===== src/rtl/pq_pkg.sv =====
// Shared key/value types and constants for the priority queue and its request sequencer.
package pq_pkg;

   localparam int KEY_W = 8;
   localparam int VAL_W = 8;

   typedef struct packed {
      logic [KEY_W-1:0] key;
      logic [VAL_W-1:0] value;
   } kv_t;

   localparam logic [KEY_W-1:0] KEY0   = '0;
   localparam logic [KEY_W-1:0] KEYINF = '1;

   typedef enum logic [1:0] {
      OP_NOP  = 2'b00,
      OP_ENQ  = 2'b01,
      OP_DEQ  = 2'b10,
      OP_REPL = 2'b11
   } op_t;

endpackage


===== src/rtl/pq_req_seq_if.sv =====
// Request, response and PQ device-side signals of the request sequencer.
// The sequencer is the slave of the request channel and drives the PQ strobes.
interface pq_req_seq_if;

   logic        req_valid;
   logic        req_ready;
   logic [1:0]  req_op;
   pq_pkg::kv_t req_kv;

   logic        pq_enq;
   logic        pq_deq;
   pq_pkg::kv_t pq_kvi;
   pq_pkg::kv_t pq_kvo;
   logic        pq_full;
   logic        pq_empty;
   logic        pq_busy;

   logic        rsp_valid;
   logic        rsp_ready;
   pq_pkg::kv_t rsp_kv;
   logic        rsp_err;

   modport slave (
      input  req_valid, req_op, req_kv,
      input  pq_kvo, pq_full, pq_empty, pq_busy,
      input  rsp_ready,
      output req_ready,
      output pq_enq, pq_deq, pq_kvi,
      output rsp_valid, rsp_kv, rsp_err
   );

   modport master (
      output req_valid, req_op, req_kv,
      output pq_kvo, pq_full, pq_empty, pq_busy,
      output rsp_ready,
      input  req_ready,
      input  pq_enq, pq_deq, pq_kvi,
      input  rsp_valid, rsp_kv, rsp_err
   );

endinterface


===== src/rtl/pq_req_seq.sv =====
// Request sequencer in front of the shift-register PQ: buffers ENQ/DEQ/REPLACE commands,
// issues them when the PQ can accept, and returns one response per legal command.
module pq_req_seq
   import pq_pkg::*;
#(
   parameter int CMD_DEPTH = 4
) (
   input  logic                       clk,
   input  logic                       rst,
   pq_req_seq_if.slave                bus,
   output logic [$clog2(CMD_DEPTH):0] cmd_count
);

   localparam int AW = $clog2(CMD_DEPTH);
   localparam logic [AW:0] DEPTH_CNT = (AW+1)'(CMD_DEPTH);
   localparam kv_t KV_EMPTY = '{key: KEYINF, value: '0};

   typedef struct packed {
      op_t op;
      kv_t kv;
   } cmd_t;

   typedef enum logic {
      IDLE,
      REPL_ENQ
   } state_t;

   cmd_t          mem [CMD_DEPTH];
   logic [AW-1:0] wr_ptr;
   logic [AW-1:0] rd_ptr;
   cmd_t          head;
   logic          push;
   logic          pop;
   logic          issue_ok;

   state_t        state;
   state_t        state_nxt;
   kv_t           held_kv;
   logic          held_load;
   logic          rsp_load;
   kv_t           rsp_kv_nxt;
   logic          rsp_err_nxt;

   assign bus.req_ready = !rst && (cmd_count != DEPTH_CNT);
   assign push          = bus.req_valid && bus.req_ready;
   assign head          = mem[rd_ptr];
   assign issue_ok      = !rst && (state == IDLE) && (cmd_count != '0) && !bus.pq_busy &&
                          (!bus.rsp_valid || bus.rsp_ready);

   // NOTE: sequential state is updated with non-blocking assignments so every register
   // samples pre-edge values regardless of process evaluation order.
   always_ff @(posedge clk) begin
      if (rst) begin
         wr_ptr    <= '0;
         rd_ptr    <= '0;
         cmd_count <= '0;
      end else begin
         if (push) wr_ptr <= wr_ptr + 1'b1;
         if (pop)  rd_ptr <= rd_ptr + 1'b1;
         case ({push, pop})
            2'b10:   cmd_count <= cmd_count + 1'b1;
            2'b01:   cmd_count <= cmd_count - 1'b1;
            default: cmd_count <= cmd_count;
         endcase
      end
   end

   // NOTE: the storage array is deliberately not reset; the pointers alone decide which
   // entries are valid, so clearing the data would only cost reset fan-out.
   always_ff @(posedge clk) begin
      if (push) mem[wr_ptr] <= '{op: op_t'(bus.req_op), kv: bus.req_kv};
   end

   // NOTE: every output of this block gets a default first, so no path leaves a
   // variable unassigned and no latch is inferred.
   always_comb begin
      state_nxt   = state;
      pop         = 1'b0;
      bus.pq_enq  = 1'b0;
      bus.pq_deq  = 1'b0;
      bus.pq_kvi  = head.kv;
      rsp_load    = 1'b0;
      rsp_kv_nxt  = bus.rsp_kv;
      rsp_err_nxt = bus.rsp_err;
      held_load   = 1'b0;

      unique case (state)
         IDLE: begin
            if (issue_ok) begin
               pop = 1'b1;
               case (head.op)
                  OP_ENQ: begin
                     rsp_load    = 1'b1;
                     rsp_kv_nxt  = head.kv;
                     rsp_err_nxt = bus.pq_full;
                     bus.pq_enq  = !bus.pq_full;
                  end
                  OP_DEQ: begin
                     rsp_load = 1'b1;
                     if (bus.pq_empty) begin
                        rsp_kv_nxt  = KV_EMPTY;
                        rsp_err_nxt = 1'b1;
                     end else begin
                        bus.pq_deq  = 1'b1;
                        rsp_kv_nxt  = bus.pq_kvo;
                        rsp_err_nxt = 1'b0;
                     end
                  end
                  OP_REPL: begin
                     rsp_load = 1'b1;
                     if (bus.pq_empty) begin
                        // Nothing to replace: insert the new pair and flag the empty case.
                        bus.pq_enq  = 1'b1;
                        rsp_kv_nxt  = KV_EMPTY;
                        rsp_err_nxt = 1'b1;
                     end else begin
                        // The PQ drops enq while deq is high, so the insert follows next cycle.
                        bus.pq_deq  = 1'b1;
                        rsp_kv_nxt  = bus.pq_kvo;
                        rsp_err_nxt = 1'b0;
                        held_load   = 1'b1;
                        state_nxt   = REPL_ENQ;
                     end
                  end
                  default: ;
               endcase
            end
         end
         REPL_ENQ: begin
            bus.pq_kvi = held_kv;
            if (!rst && !bus.pq_busy) begin
               bus.pq_enq = 1'b1;
               state_nxt  = IDLE;
            end
         end
      endcase
   end

   always_ff @(posedge clk) begin
      if (rst) begin
         state         <= IDLE;
         held_kv       <= '0;
         bus.rsp_valid <= 1'b0;
         bus.rsp_kv    <= '0;
         bus.rsp_err   <= 1'b0;
      end else begin
         state <= state_nxt;
         if (held_load) held_kv <= head.kv;
         if (rsp_load) begin
            bus.rsp_valid <= 1'b1;
            bus.rsp_kv    <= rsp_kv_nxt;
            bus.rsp_err   <= rsp_err_nxt;
         end else if (bus.rsp_valid && bus.rsp_ready) begin
            bus.rsp_valid <= 1'b0;
         end
      end
   end

   a_strobe_excl: assert property (@(posedge clk) disable iff (rst)
      !(bus.pq_enq && bus.pq_deq));
   a_strobe_busy: assert property (@(posedge clk) disable iff (rst)
      bus.pq_busy |-> !(bus.pq_enq || bus.pq_deq));

endmodule


===== src/flat_wrapper.sv =====
// flat-port wrapper written by rule: the top's interface ports become plain ports
module pq_req_seq_flat import pq_pkg::*;
#(
   parameter int CMD_DEPTH = 4
)
  (clk, rst, cmd_count, bus_req_valid, bus_req_op, bus_req_kv, bus_pq_kvo, bus_pq_full, bus_pq_empty, bus_pq_busy, bus_rsp_ready, bus_req_ready, bus_pq_enq, bus_pq_deq, bus_pq_kvi, bus_rsp_valid, bus_rsp_kv, bus_rsp_err);
  pq_req_seq_if bus_i ();
  input  logic clk;
  input  logic rst;
  output logic [$clog2(CMD_DEPTH):0] cmd_count;
  input wire logic [$bits(bus_i.req_valid)-1:0] bus_req_valid;
  input wire logic [$bits(bus_i.req_op)-1:0] bus_req_op;
  input wire logic [$bits(bus_i.req_kv)-1:0] bus_req_kv;
  input wire logic [$bits(bus_i.pq_kvo)-1:0] bus_pq_kvo;
  input wire logic [$bits(bus_i.pq_full)-1:0] bus_pq_full;
  input wire logic [$bits(bus_i.pq_empty)-1:0] bus_pq_empty;
  input wire logic [$bits(bus_i.pq_busy)-1:0] bus_pq_busy;
  input wire logic [$bits(bus_i.rsp_ready)-1:0] bus_rsp_ready;
  output wire logic [$bits(bus_i.req_ready)-1:0] bus_req_ready;
  output wire logic [$bits(bus_i.pq_enq)-1:0] bus_pq_enq;
  output wire logic [$bits(bus_i.pq_deq)-1:0] bus_pq_deq;
  output wire logic [$bits(bus_i.pq_kvi)-1:0] bus_pq_kvi;
  output wire logic [$bits(bus_i.rsp_valid)-1:0] bus_rsp_valid;
  output wire logic [$bits(bus_i.rsp_kv)-1:0] bus_rsp_kv;
  output wire logic [$bits(bus_i.rsp_err)-1:0] bus_rsp_err;
  assign bus_i.req_valid = bus_req_valid;
  assign bus_i.req_op = bus_req_op;
  assign bus_i.req_kv = bus_req_kv;
  assign bus_i.pq_kvo = bus_pq_kvo;
  assign bus_i.pq_full = bus_pq_full;
  assign bus_i.pq_empty = bus_pq_empty;
  assign bus_i.pq_busy = bus_pq_busy;
  assign bus_i.rsp_ready = bus_rsp_ready;
  assign bus_req_ready = bus_i.req_ready;
  assign bus_pq_enq = bus_i.pq_enq;
  assign bus_pq_deq = bus_i.pq_deq;
  assign bus_pq_kvi = bus_i.pq_kvi;
  assign bus_rsp_valid = bus_i.rsp_valid;
  assign bus_rsp_kv = bus_i.rsp_kv;
  assign bus_rsp_err = bus_i.rsp_err;
  pq_req_seq #(.CMD_DEPTH(CMD_DEPTH)) u_core (.clk(clk), .rst(rst), .bus(bus_i), .cmd_count(cmd_count));
endmodule

===== config.mk =====
export PLATFORM = sky130hd
export DESIGN_NAME = pq_req_seq_flat
export DESIGN_NICKNAME = d
export VERILOG_FILES = /design/src/rtl/pq_pkg.sv /design/src/rtl/pq_req_seq_if.sv /design/src/rtl/pq_req_seq.sv /design/src/flat_wrapper.sv
export SDC_FILE = /design/constraint.sdc
export NUM_CORES = 1
export LEC_CHECK = 0
export CORE_MARGIN = 2
export CORE_UTILIZATION = 57
export DETAILED_ROUTE_END_ITERATION = 8
export MAX_ROUTING_LAYER = met4
export PLACE_DENSITY = 0.85
export REMOVE_ABC_BUFFERS = 1
export SLEW_MARGIN = 10
export SYNTH_ARGS = -nofsm -noshare
export SYNTH_HDL_FRONTEND = slang
export SYNTH_SLANG_ARGS = --single-unit

===== constraint.sdc =====
create_clock -name clk -period 7 [get_ports clk]
set_clock_uncertainty 0.15 [all_clocks]
set_input_delay 1.4 -clock clk [delete_from_list [all_inputs] [get_ports clk]]
set_output_delay 1.4 -clock clk [all_outputs]
set_load 0.01 [all_outputs]

==> out/results.tsv <==
stage	metric	value	unit
place	post-dp-hpwl	6.52	mm
die	start_util	0.592	
cts	cts_sinks	116	
cts	cts.clk_slew.worst_paths	0.06	ns
sta	fmax	0.195	GHz
drt	drt_wl_total	10.5	mm
cts	post-cts-setup-buffers	0	
drt	via_count	3226	
cts	cts_resized	0	
synth	ys_types	39	
critical_path	end_kind	primary output	
sta	holdWs	0.320	ns
sta	min_period	5.12	ns
drt	ant_nets	0	
critical_path	critPathMaxFanout	47	
cts	clock_latency	0.51	ns
synth	synth-seq-cells	116	
synth	synthFlopType	edfxtp_1	
drt	dr.pass1.iters	5	
synth	synth-edff-count	72	
sta	fin_crit_sh	0.731	
global_route	grt_pass1_vias	3277	
global_route	grtUsageTotal	0.243	
run	maxCapViolations	0	
drt	drt_iter0_drc	169	
cells_and_area	multiInputGateArea	1690	um2
die	die_h	96.8	um
place	routabilityCongestion	0.802	
drt	wire_per_inst	19.0	um
cts	cts_hold_buf	0	
critical_path	slowest_stage	clkdlybuf4s50_1	
cells_and_area	diodes	0	
global_route	grt_overflow	0	
global_route	grt_max_degree	48	
critical_path	critPathKind	input pin to primary output	
synth	syn_area	4910	um2
sta	setup_viol	0	
power	p_per_area	281	nW/um2
cells_and_area	n_fill_cell	511	
die	die_w	96.8	um
global_route	grt_pass1_wl	17.1	mm
die	fp.dieArea	9370	um2
place	portBuffers	80	
sta	rsz0062_at_grt	no	
min_path	min_from	u_core.held_kv[4]	
critical_path	crit_start	rst	
cells_and_area	layout_commonest_cell	clkdlybuf4s50_1	
die	io-pin-count	81	
sta	slew_viol_final	0	
critical_path	crit_family	buffers and inverters	
run_status	outcome	finished, final reports clean	
cells_and_area	regArea	3040	um2
critical_path	cp.arrival	3.57	ns
critical_path	crit_path_start_kind	input pin	
drt	drc	0	
drt	drt-vias-per-instance	5.81	
sta	worst_pin_slew	0.987	ns
sta	setup_tns	0	ns
cells_and_area	area_growth	28.4	%
power	max-vdd-ir-drop	220	uV
synth	synth_seq_area_share	0.620	
critical_path	cp_cell_sequence	clkdlybuf4s50_1, buf_4, nor3_1, and4_1, buf_4, a32o_1, clkdlybuf4s50_1	
critical_path	cp.required	5.45	ns
critical_path	critPathMaxStageDelay	0.53	ns
min_path	hold_class	register to register	
cells_and_area	fin_area	6300	um2
sta	setup_ws	1.88	ns
die	core_area	8300	um2
cells_and_area	layout.nets	484	
cts	cts_root_buffer	clkbuf_8	
cts	cts_buffers	17	
critical_path	r2r-start	u_core.state	
sta	hold_viol	0	
place	detailed_place.area	5730	um2
synth	synthArstFlopShare	0	
power	p_leak	2.10	nW
place	post-place-ws	1.88	ns
global_route	antenna_found_initial	0	
synth	yosysWarningCount	0	
cts	htree_levels	4	
synth	syn_avg_cell_area	13.7	um2
sta	relSlewSlack	0.342	
cts	cts_tree	yes	
cells_and_area	final_cell_mix	80 x clkdlybuf4s50_1, 72 x edfxtp_1, 44 x dfxtp_1	
cts	cts.path.max_buffers	2	
power	total_power	1.77	mW
critical_path	path_buf_inv	4	
die	fp-row-count	33	
cells_and_area	final_layout_size_suffix_gt1_frac	0.180	
synth	syn_inst	358	
[final cells by class]
class                           instances  area share
Sequential cell                       116       0.483
Multi-Input combinational cell        208       0.268
Timing Repair Buffer                   84       0.132
Clock buffer                           17      0.0657
Clock inverter                         15      0.0248
Tap cell                              105      0.0208
Inverter                               10     0.00596
[routing by layer]
layer	routed length, um	GRT usage	part of all wire	vias to the layer above
met1	4380	0.314	0.42	1566
li1	-	-	-	1509
met4	158	0.0975	0.015	0
met2	5280	0.373	0.50	133
met3	706	0.0607	0.067	18
met5	0	-	0	-
[registers in the layout, summed over array words and instances (netlist names), named ones only]
register	count
u_core.mem	72
u_core.bus.rsp_kv	16
u_core.bus.rsp_valid	1
u_core.rd_ptr	2
u_core.held_kv	16
u_core.state	1
u_core.bus.rsp_err	1
u_core.cmd_count	3
u_core.wr_ptr	2
[cell usage after synthesis (all sizes together), types with 10 or more instances]
cell / n / share of area
mux2: 16 / 0.037
nand3: 17 / 0.017
nand2b: 18 / 0.023
o21ai: 28 / 0.035
inv: 10 / 0.0076
mux4: 18 / 0.083
a21oi: 21 / 0.022
nor2: 20 / 0.017
nand2: 10 / 0.0076
clkbuf: 12 / 0.0094
dfxtp: 44 / 0.18
nor2b: 10 / 0.013
buf: 12 / 0.019
edfxtp: 72 / 0.44
[final timing paths]
kind,endpoint,slack (ns),depth (start not counted)
setup reg to reg,u_core.cmd_count[2],3.64,9
setup / recovery,bus_pq_enq,1.88,7
hold / removal,u_core.held_kv[4],0.32,2
hold reg to reg,u_core.held_kv[4],0.32,2
[where the power goes]
group	internal (mW)	switching [mW]	total (mW)
Sequential	0.750	0.0119	0.762
Clock	0.508	0.312	0.819
Combinational	0.0963	0.0961	0.192
[cells by family after synthesis]
family,synth area share
buffers and inverters,0.0362
DFF,0.620
muxes,0.136
and+or+nand+nor,0.0923
adders and majority gates,0.0168
xor gates and xnor gates,0.00714
AOI/OAI and AO/OA,0.0923
[stage by stage]
step | utilization | cells
finish | 0.759 | 555
CTS | 0.759 | 555
floorplan | - | 334
detailed placement | 0.691 | 523
global route | 0.759 | 555
global placement | 0.691 | 523
[worst min-delay path, delay by kind of cell, from the launching register on]
family,cells,cell delay [ns]
simple gates,1,0.06
compound gates,1,0.05
flops,1,0.31
No activity file was read; power rests on OpenSTA's default activity.
